`config.mk`:
```
export PLATFORM = sky130hd
export DESIGN_NAME = board_input_conditioner
export DESIGN_NICKNAME = d
export VERILOG_FILES = /design/src/rtl/board_input_pkg.sv /design/src/rtl/board_input_conditioner_channel.sv /design/src/rtl/board_input_conditioner.sv
export SDC_FILE = /design/constraint.sdc
export NUM_CORES = 1
export LEC_CHECK = 0
export ABC_AREA = 1
export CELL_PAD_IN_SITES_DETAIL_PLACEMENT = 2
export CELL_PAD_IN_SITES_GLOBAL_PLACEMENT = 2
export CORE_UTILIZATION = 37
export CTS_CLUSTER_DIAMETER = 50
export DETAILED_ROUTE_END_ITERATION = 16
export PLACE_DENSITY = 0.86
export SYNTH_ARGS = -nofsm -noshare
export SYNTH_HDL_FRONTEND = slang
export SYNTH_HIERARCHICAL = 1
export SYNTH_SLANG_ARGS = --single-unit
```
`constraint.sdc`:
```
create_clock -name Clock -period 2.4 [get_ports Clock]
set_input_delay 0.6 -clock Clock [delete_from_list [all_inputs] [get_ports Clock]]
set_output_delay 0.6 -clock Clock [all_outputs]
set_load 0.01 [all_outputs]
```
`src/rtl/board_input_pkg.sv`:
```
// Shared types and defaults for the board input conditioner: the per-channel
// debounce FSM encoding, default timing constants and the counter sizing helper.
package board_input_pkg;

    typedef enum logic {
        STABLE = 1'b0,
        CHECK  = 1'b1
    } debounce_state_e;

    localparam int DEFAULT_SYNC_STAGES     = 2;
    localparam int DEFAULT_DEBOUNCE_CYCLES = 500000;  // 10 ms at 50 MHz

    // Width of a counter that must hold values 0..debounce_cycles.
    function automatic int cnt_width(input int debounce_cycles);
        return $clog2(debounce_cycles + 1);
    endfunction

endpackage

```
`src/rtl/board_input_conditioner_channel.sv`:
```
// One raw pad in, one clean level out: synchroniser chain followed by a
// stability counter that only accepts a new level after DEBOUNCE_CYCLES
// consecutive mismatching samples. oRise is high during the cycle whose
// closing edge commits a 0->1 change, so the caller can register an event
// on the same edge the level rises.
module debounce_channel
    import board_input_pkg::*;
#(
    parameter int SYNC_STAGES     = DEFAULT_SYNC_STAGES,
    parameter int DEBOUNCE_CYCLES = DEFAULT_DEBOUNCE_CYCLES
) (
    input  logic Clock,
    input  logic Reset,
    input  logic iRaw,
    output logic oLevel,
    output logic oRise
);

    localparam int CW = cnt_width(DEBOUNCE_CYCLES);
    // Count value at which the next mismatching sample completes the window.
    localparam logic [CW-1:0] LAST_CNT = CW'(DEBOUNCE_CYCLES - 1);

    logic [SYNC_STAGES-1:0] sync_q;
    logic                   s;
    debounce_state_e        state_q, state_d;
    logic                   lvl_q, lvl_d;
    logic [CW-1:0]          cnt_q, cnt_d;
    logic                   commit;

    assign s = sync_q[SYNC_STAGES-1];

    // State register: synchroniser shift, FSM state, accepted level and count.
    always_ff @(posedge Clock) begin
        // NOTE: sequential state uses non-blocking assignments so every flop
        // samples the pre-edge values; blocking here would collapse the
        // synchroniser chain into a single stage.
        if (Reset) begin
            sync_q  <= '0;
            state_q <= STABLE;
            lvl_q   <= 1'b0;
            cnt_q   <= '0;
        end else begin
            sync_q  <= {sync_q[SYNC_STAGES-2:0], iRaw};
            state_q <= state_d;
            lvl_q   <= lvl_d;
            cnt_q   <= cnt_d;
        end
    end

    // Next-state logic: start, extend, abort or commit the stability window.
    always_comb begin
        // NOTE: every signal driven here gets a default first, so no path
        // through the case can leave it unassigned and infer a latch.
        state_d = state_q;
        lvl_d   = lvl_q;
        cnt_d   = cnt_q;
        commit  = 1'b0;
        unique case (state_q)
            STABLE: begin
                if (s != lvl_q) begin
                    if (DEBOUNCE_CYCLES == 1) begin
                        commit = 1'b1;
                    end else begin
                        state_d = CHECK;
                        cnt_d   = CW'(1);
                    end
                end
            end
            CHECK: begin
                if (s == lvl_q) begin
                    state_d = STABLE;
                    cnt_d   = '0;
                end else if (cnt_q == LAST_CNT) begin
                    commit  = 1'b1;
                    state_d = STABLE;
                    cnt_d   = '0;
                end else begin
                    cnt_d = cnt_q + CW'(1);
                end
            end
            default: begin
                state_d = STABLE;
                cnt_d   = '0;
            end
        endcase
        if (commit) begin
            lvl_d = s;
        end
    end

    // Outputs: registered level, and a rise strobe aligned with its commit edge.
    always_comb begin
        oLevel = lvl_q;
        oRise  = commit & s;
    end

endmodule

```
`src/rtl/board_input_conditioner.sv`:
```
// Conditions the board's buttons and switches for the SoC: one debounce
// channel per pad, plus sticky press-event flags for buttons that software
// clears with a per-bit acknowledge.
module board_input_conditioner
    import board_input_pkg::*;
#(
    parameter int N_BUTTONS       = 4,
    parameter int N_SWITCHES      = 2,
    parameter int SYNC_STAGES     = DEFAULT_SYNC_STAGES,
    parameter int DEBOUNCE_CYCLES = DEFAULT_DEBOUNCE_CYCLES
) (
    input  logic                  Clock,
    input  logic                  Reset,
    input  logic [N_BUTTONS-1:0]  iButtonRaw,
    input  logic [N_SWITCHES-1:0] iSwitchRaw,
    input  logic [N_BUTTONS-1:0]  iEventAck,
    output logic [N_BUTTONS-1:0]  oButton,
    output logic [N_SWITCHES-1:0] oSwitch,
    output logic [N_BUTTONS-1:0]  oPressEvent,
    output logic                  oEventPending
);

    logic [N_BUTTONS-1:0]  btn_rise;
    logic [N_SWITCHES-1:0] unused_sw_rise;  // switches carry no events
    logic [N_BUTTONS-1:0]  press_event_q;

    for (genvar i = 0; i < N_BUTTONS; i++) begin : g_button
        debounce_channel #(
            .SYNC_STAGES     (SYNC_STAGES),
            .DEBOUNCE_CYCLES (DEBOUNCE_CYCLES)
        ) u_chan (
            .Clock  (Clock),
            .Reset  (Reset),
            .iRaw   (iButtonRaw[i]),
            .oLevel (oButton[i]),
            .oRise  (btn_rise[i])
        );
    end

    for (genvar i = 0; i < N_SWITCHES; i++) begin : g_switch
        debounce_channel #(
            .SYNC_STAGES     (SYNC_STAGES),
            .DEBOUNCE_CYCLES (DEBOUNCE_CYCLES)
        ) u_chan (
            .Clock  (Clock),
            .Reset  (Reset),
            .iRaw   (iSwitchRaw[i]),
            .oLevel (oSwitch[i]),
            .oRise  (unused_sw_rise[i])
        );
    end

    // Sticky press flags: a new press wins over a same-cycle acknowledge.
    always_ff @(posedge Clock) begin
        if (Reset) begin
            press_event_q <= '0;
        end else begin
            press_event_q <= (press_event_q & ~iEventAck) | btn_rise;
        end
    end

    // Event outputs: the flags themselves and their combined pending flag.
    always_comb begin
        oPressEvent   = press_event_q;
        oEventPending = |press_event_q;
    end

endmodule

```
==> results of run 1 <==
==> worst max-delay path: stages (launching register included) <==
cell,delay [ns]
dfxtp_1,0.33
nor2_1,0.27
nand2_1,0.09
clkdlybuf4s50_1,0.48
==> layer usage <==
layer / global-route usage / vias to the layer above
met2: 0.467 / 59
met4: 0.0712 / 0
met3: 0.0403 / 32
li1: - / 4046
met5: 0 / -
met1: 0.271 / 4072
==> stage by stage <==
stage	power, mW	std cells	instance area, um2	util	hold WS (ns)
5_1_grt	5.36	1583	9230	0.434	0.443
3_3_place_gp	2.63	1554	8680	0.408	0.396
2_1_floorplan	2.55	1269	8160	-	0.388
3_5_place_dp	2.63	1554	8680	0.408	0.412
6_report	5.17	1583	9230	0.434	0.419
4_1_cts	5.26	1583	9230	0.434	0.427
==> how the worst min path moves through the flow <==
stage                                            start  slack, ns                           end
after global routing      g_button[2].u_chan/sync_q[0]       0.44  g_button[2].u_chan/sync_q[1]
after CTS                 g_switch[0].u_chan/sync_q[0]       0.43  g_switch[0].u_chan/sync_q[1]
after floorplan           g_button[0].u_chan/sync_q[0]       0.39  g_button[0].u_chan/sync_q[1]
after detailed placement  g_switch[1].u_chan/sync_q[0]       0.41  g_switch[1].u_chan/sync_q[1]
final                     g_switch[0].u_chan/sync_q[0]       0.42  g_switch[0].u_chan/sync_q[1]
after global placement    g_button[0].u_chan/sync_q[0]       0.40  g_button[0].u_chan/sync_q[1]
==> flip-flops by register name (all words and copies together), names as in the netlist <==
| name | flops |
|---|---|
| g_button.u_chan/oLevel | 4 |
| g_switch.u_chan/cnt_q | 38 |
| g_switch.u_chan/sync_q | 4 |
| g_button.u_chan/sync_q | 8 |
| g_button.u_chan/state_q | 4 |
| g_switch.u_chan/oLevel | 2 |
| oPressEvent | 4 |
| g_switch.u_chan/state_q | 2 |
| g_button.u_chan/cnt_q | 76 |
==> area by class of cell <==
class,instances,share of cell area
clock buffer,21,0.0499
clock inverter,8,0.0100
inverter,158,0.0642
multi-input combinational,945,0.496
sequential,142,0.308
tap,275,0.0373
timing repair buffer,34,0.0347
==> placed cells by master, fill, tap and decap left out, drive strengths merged <==
cell type and count:
nand3 114, o21ai 42, nor2 164, inv 158, nor3 10, and2 6
xor2 6, clkinv 5, bufinv 2, dfxtp 142, clkinvlp 1, clkbuf 21
a21oi 118, xnor2 12, buf 13, or2 12, clkdlybuf4s50 21, ha 6
nand2 437, nand4 18
==> power by group <==
group | total [mW] | internal [mW] | leakage, nW | switching, mW
Combinational | 0.192 | 0.0635 | 2.09 | 0.129
Clock | 2.59 | 1.56 | 0.274 | 1.03
Sequential | 2.39 | 2.38 | 1.15 | 0.0145
Total | 5.17 | 4.00 | 3.51 | 1.17
==> metrics.txt, run 1 <==
routed wire length 26100 um; Clock Skew about 0.012 ns; Total Nets Final 1316; Worst setup EP type output pin; core area 21300 um2; Ports 23; fill count 2609; arrival time worst endpoint 1.60 ns; Via density 5.19; highest net fanout along the worst path 3; worst setup path start oPressEvent[0]; initial antenna violation count 0; largest net degree at the start of global routing 44; Reg2Reg Setup Slack around 0.57 ns; PwrDens 560 nW/um2; type of origin of the critical path register; TritonCTS Buffers 17; global route total overflow 0; Final Hold Viols 0; post-cts resize count 0; R2R Path Start g_switch[1].u_chan/cnt_q[0]; LEAKAGE 3.51 nW; Hold Path Stages 2; Reg clk slew, reported paths approximately 0.060 ns; last element of the critical path oEventPending; DPL Wire Length roughly 18000 um; syn_nets 1287; Inserted Diodes 0; die area 22600 um2; DR WL met3 441 um; Avg Cell Area, Syn around 6.4 um2; Met1 Routed Length roughly 12000 um; routed len/inst 16.5 um; Setup WS post-layout approximately 0.2 ns; FF/Latch Area between 2000 and 3000 um2; clock latency on the worst-skew pair 0.43 ns; worst slew pin tran 0.515 ns; share of layout cells above drive strength 1 0.113; CTS tree done; VDD IR max 0.000386 V; IO Port Bufs 22; TritonRoute pass-1 iters 4; r2r worst-path depth 8; YS warnings 6; DRT antenna net count 0; gpl congestion 0.785; met2 wire length 13700 um; Multi-input gate area 4580 um2; CTS Sinks 142; outcome completed; Die Height approximately 150 um; CP Class reg -> out; relative max-transition margin 0.656; max-slew violation count 0; setup bufs post-CTS 0; Die W ~150 um; fmax between 0.4 and 0.5 GHz; dpl ws roughly 0.64 ns; vias in the first global route roughly 9000; Hold Path Class reg -> reg; first-pass GRT wire length ~44000 um; maxcap violations 0; total track usage 0.243; row count between 50 and 60; RR Endpoint g_switch[1].u_chan/cnt_q[4]; clk buf depth 2; Post-route DRC 0; Final period util 0.918; cts hold-fix bufs 0; Post-Synthesis Cells 1269; Total Neg Setup Slack 0 ns; Starting Density 0.383; DR iter-0 viols 209; Root Buffer clkbuf_16; Final min period 2.20 ns; Setup Viol. Count Final 0; post-synthesis cell area 8160 um2; vias after detailed routing between 8000 and 9000; H-tree levels 4; top sig layer met4; Worst Path Required ~1.8 ns; Area Growth Syn to Fin 13.2%; RSZ-0062 raised after global routing false
No activity file was read; power rests on OpenSTA's default activity.
==> run 2: changes to the inputs <==
--- a/config.mk
+++ b/config.mk
@@ -9,4 +9,5 @@
 export CELL_PAD_IN_SITES_DETAIL_PLACEMENT = 2
 export CELL_PAD_IN_SITES_GLOBAL_PLACEMENT = 2
+export CORE_MARGIN = 4
 export CORE_UTILIZATION = 37
 export CTS_CLUSTER_DIAMETER = 50
==> constraint.sdc (replaced) <==
create_clock -name Clock -period 2.4 [get_ports Clock]
set_input_delay 0.6 -clock Clock [delete_from_list [all_inputs] [get_ports Clock]]
set_output_delay 0.6 -clock Clock [all_outputs]
set_load 0.1 [all_outputs]
==> run 2 against run 1 <==
Combinational power is essentially flat; clock power rose by 5%; sequential power barely moved; setup slack improved by 0.21 ns; non-clock buffer count up 1; utilization shrank 0.80 points; wire length is 5.1% higher; maximum frequency rose by 10%; clock skew about the same; hold slack got worse by 0.012 ns; highest routed layer unchanged.
==> metrics.txt, run 2 (synthesized netlist as in run 1, its figures left out) <==
DPL Wire Length 18300 um (was 17800 um); first-pass GRT wire length 47100 um (was 43700 um); H-tree levels 4 (unchanged); Final min period 2.00 ns (was 2.20 ns); type of origin of the critical path register (unchanged); Die W 156 um (was 150 um); PwrDens 573 nW/um2 (was 560 nW/um2); VDD IR max 0.000417 V (was 0.000386 V); post-cts resize count 0 (unchanged); die area 24500 um2 (was 22600 um2); worst slew pin tran 0.507 ns (was 0.515 ns); most frequent cells in the layout nand2_1 (413), inv_1 (158), dfxtp_1 (142), nor2_1 (134), nand3_1 (102) (unchanged); vias after detailed routing 8202 (was 8209); DR iter-0 viols 350 (was 209); Inserted Diodes 0 (unchanged); gpl congestion 0.792 (was 0.785); Final Util 0.426 (was 0.434); worst-path cell chain nor2_1 -> nand2_1 -> buf_4 (was nor2_1 -> nand2_1 -> clkdlybuf4s50_1); highest net fanout along the worst path 3 (unchanged); most common cell after layout, fill and taps aside nand2_1 (unchanged); global route total overflow 0 (unchanged); Final period util 0.832 (was 0.918); fmax 0.501 GHz (was 0.454 GHz); Root Buffer clkbuf_16 (unchanged); Setup WS post-layout 0.403 ns (was 0.198 ns); largest net degree at the start of global routing 26 (was 44); worst setup path start oPressEvent[0] (unchanged); placed cell area 8660 um2 (was 8680 um2); R2R Path Start g_button[3].u_chan/cnt_q[0] (was g_switch[1].u_chan/cnt_q[0]); dpl cells 1560 (was 1554); CTS Sinks 142 (unchanged); DRT antenna net count 0 (unchanged); vias in the first global route 9243 (was 8965); fin area 9260 um2 (was 9230 um2); cts hold-fix bufs 0 (unchanged); WP buf/inv 1 (unchanged); TritonRoute pass-1 iters 4 (unchanged); IO Port Bufs 22 (unchanged); maxcap violations 0 (unchanged); Post-route DRC 0 (unchanged); Starting Density 0.375 (was 0.383); Layout Cells excl Fill 1592 (was 1583); setup bufs post-CTS 0 (unchanged); Fin Hold WS 0.407 ns (was 0.419 ns); CP max stage cell dfxtp_1 (was clkdlybuf4s50_1); CP peak stage delay 0.50 ns (was 0.48 ns); arrival time worst endpoint 1.40 ns (was 1.60 ns); Via density 5.15 (was 5.19); Area Growth Syn to Fin 13.5% (was 13.2%); dpl ws 0.666 ns (was 0.639 ns); Worst Path Required 1.80 ns (about the same); routed wire length 27400 um (was 26100 um); Worst setup EP type output pin (unchanged); outcome completed (unchanged); clk buf depth 2 (unchanged); Total Nets Final 1317 (was 1316); row count 54 (was 53); CTS tree done (unchanged); total track usage 0.236 (was 0.243); Top Registers g_button.u_chan/cnt_q: 76 flops, g_switch.u_chan/cnt_q: 38 flops, g_button.u_chan/sync_q: 8 flops (unchanged); initial antenna violation count 0 (unchanged); Hold Path Class reg -> reg (unchanged); LEAKAGE 3.55 nW (was 3.51 nW); Ports 23 (unchanged); largest register by flop count g_button.u_chan/cnt_q (unchanged); Reg clk slew, reported paths 0.06 ns (about the same); Clock Skew 0.0119 ns (was 0.0123 ns); clock latency on the worst-skew pair 0.43 ns (about the same); share of layout cells above drive strength 1 0.125 (was 0.113); Setup Viol. Count Final 0 (unchanged); CP Class reg -> out (unchanged); Total Neg Setup Slack 0 ns (unchanged); TritonCTS Buffers 17 (unchanged); Final Hold Viols 0 (unchanged); max FFs per register 76 (unchanged); RSZ-0062 raised after global routing false (unchanged); Die Height 156 um (was 150 um); routed len/inst 17.2 um (was 16.5 um); Hold Crit Start g_button[1].u_chan/sync_q[0] (was g_switch[0].u_chan/sync_q[0]); Worst path top cell family by delay flip-flops (was buffers and inverters); Tot Pwr 5.31 mW (was 5.17 mW); core area 21800 um2 (was 21300 um2); max-slew violation count 0 (unchanged); relative max-transition margin 0.661 (was 0.656)
run 2: cell count changes in the layout (fill, tap and decap cells not counted):
| cell | change |
|---|---|
| clkinv_4 | +1 |
| clkbuf_1 | -1 |
| clkdlybuf4s50_1 | -11 |
| clkinvlp_4 | +2 |
| buf_4 | +12 |
| clkbuf_8 | +2 |
| clkinv_2 | -1 |
run 2: metal layers:
metal	global-route usage	up-vias	share of wire
li1	-	4055	-
met1	0.280	4066	0.44
met2	0.444	57	0.53
met3	0.0373	24	0.016
met4	0.0550	0	0.011
met5	0	-	0
run 2: final timing paths:
kind | endpoint | slack (ns) | depth (start not counted)
setup / recovery | oEventPending | 0.40 | 3
hold / removal | g_button[1].u_chan/sync_q[1] | 0.41 | 2
setup reg to reg | g_button[3].u_chan/cnt_q[15] | 0.58 | 8
hold reg to reg | g_button[1].u_chan/sync_q[1] | 0.41 | 2
run 2: final cells by class:
cell class / instances / area [um2]
Fill cell: 2666 / 12500
Multi-Input combinational cell: 945 / 4580
Sequential cell: 142 / 2840
Inverter: 158 / 593
Clock buffer: 22 / 484
Tap cell: 280 / 350
Timing Repair Buffer: 35 / 300
Clock inverter: 10 / 111
run 2: tightest hold or removal path, cell delays in order, from the launching register on:
cell	delay, ns
dfxtp_1	0.30
inv_1	0.04
nor2_1	0.03
run 2: report_power, final:
group	internal [mW]	total [mW]	leakage [nW]	switching, mW
Combinational	0.0647	0.195	2.11	0.130
Clock	1.63	2.72	0.288	1.09
Sequential	2.37	2.39	1.15	0.0146
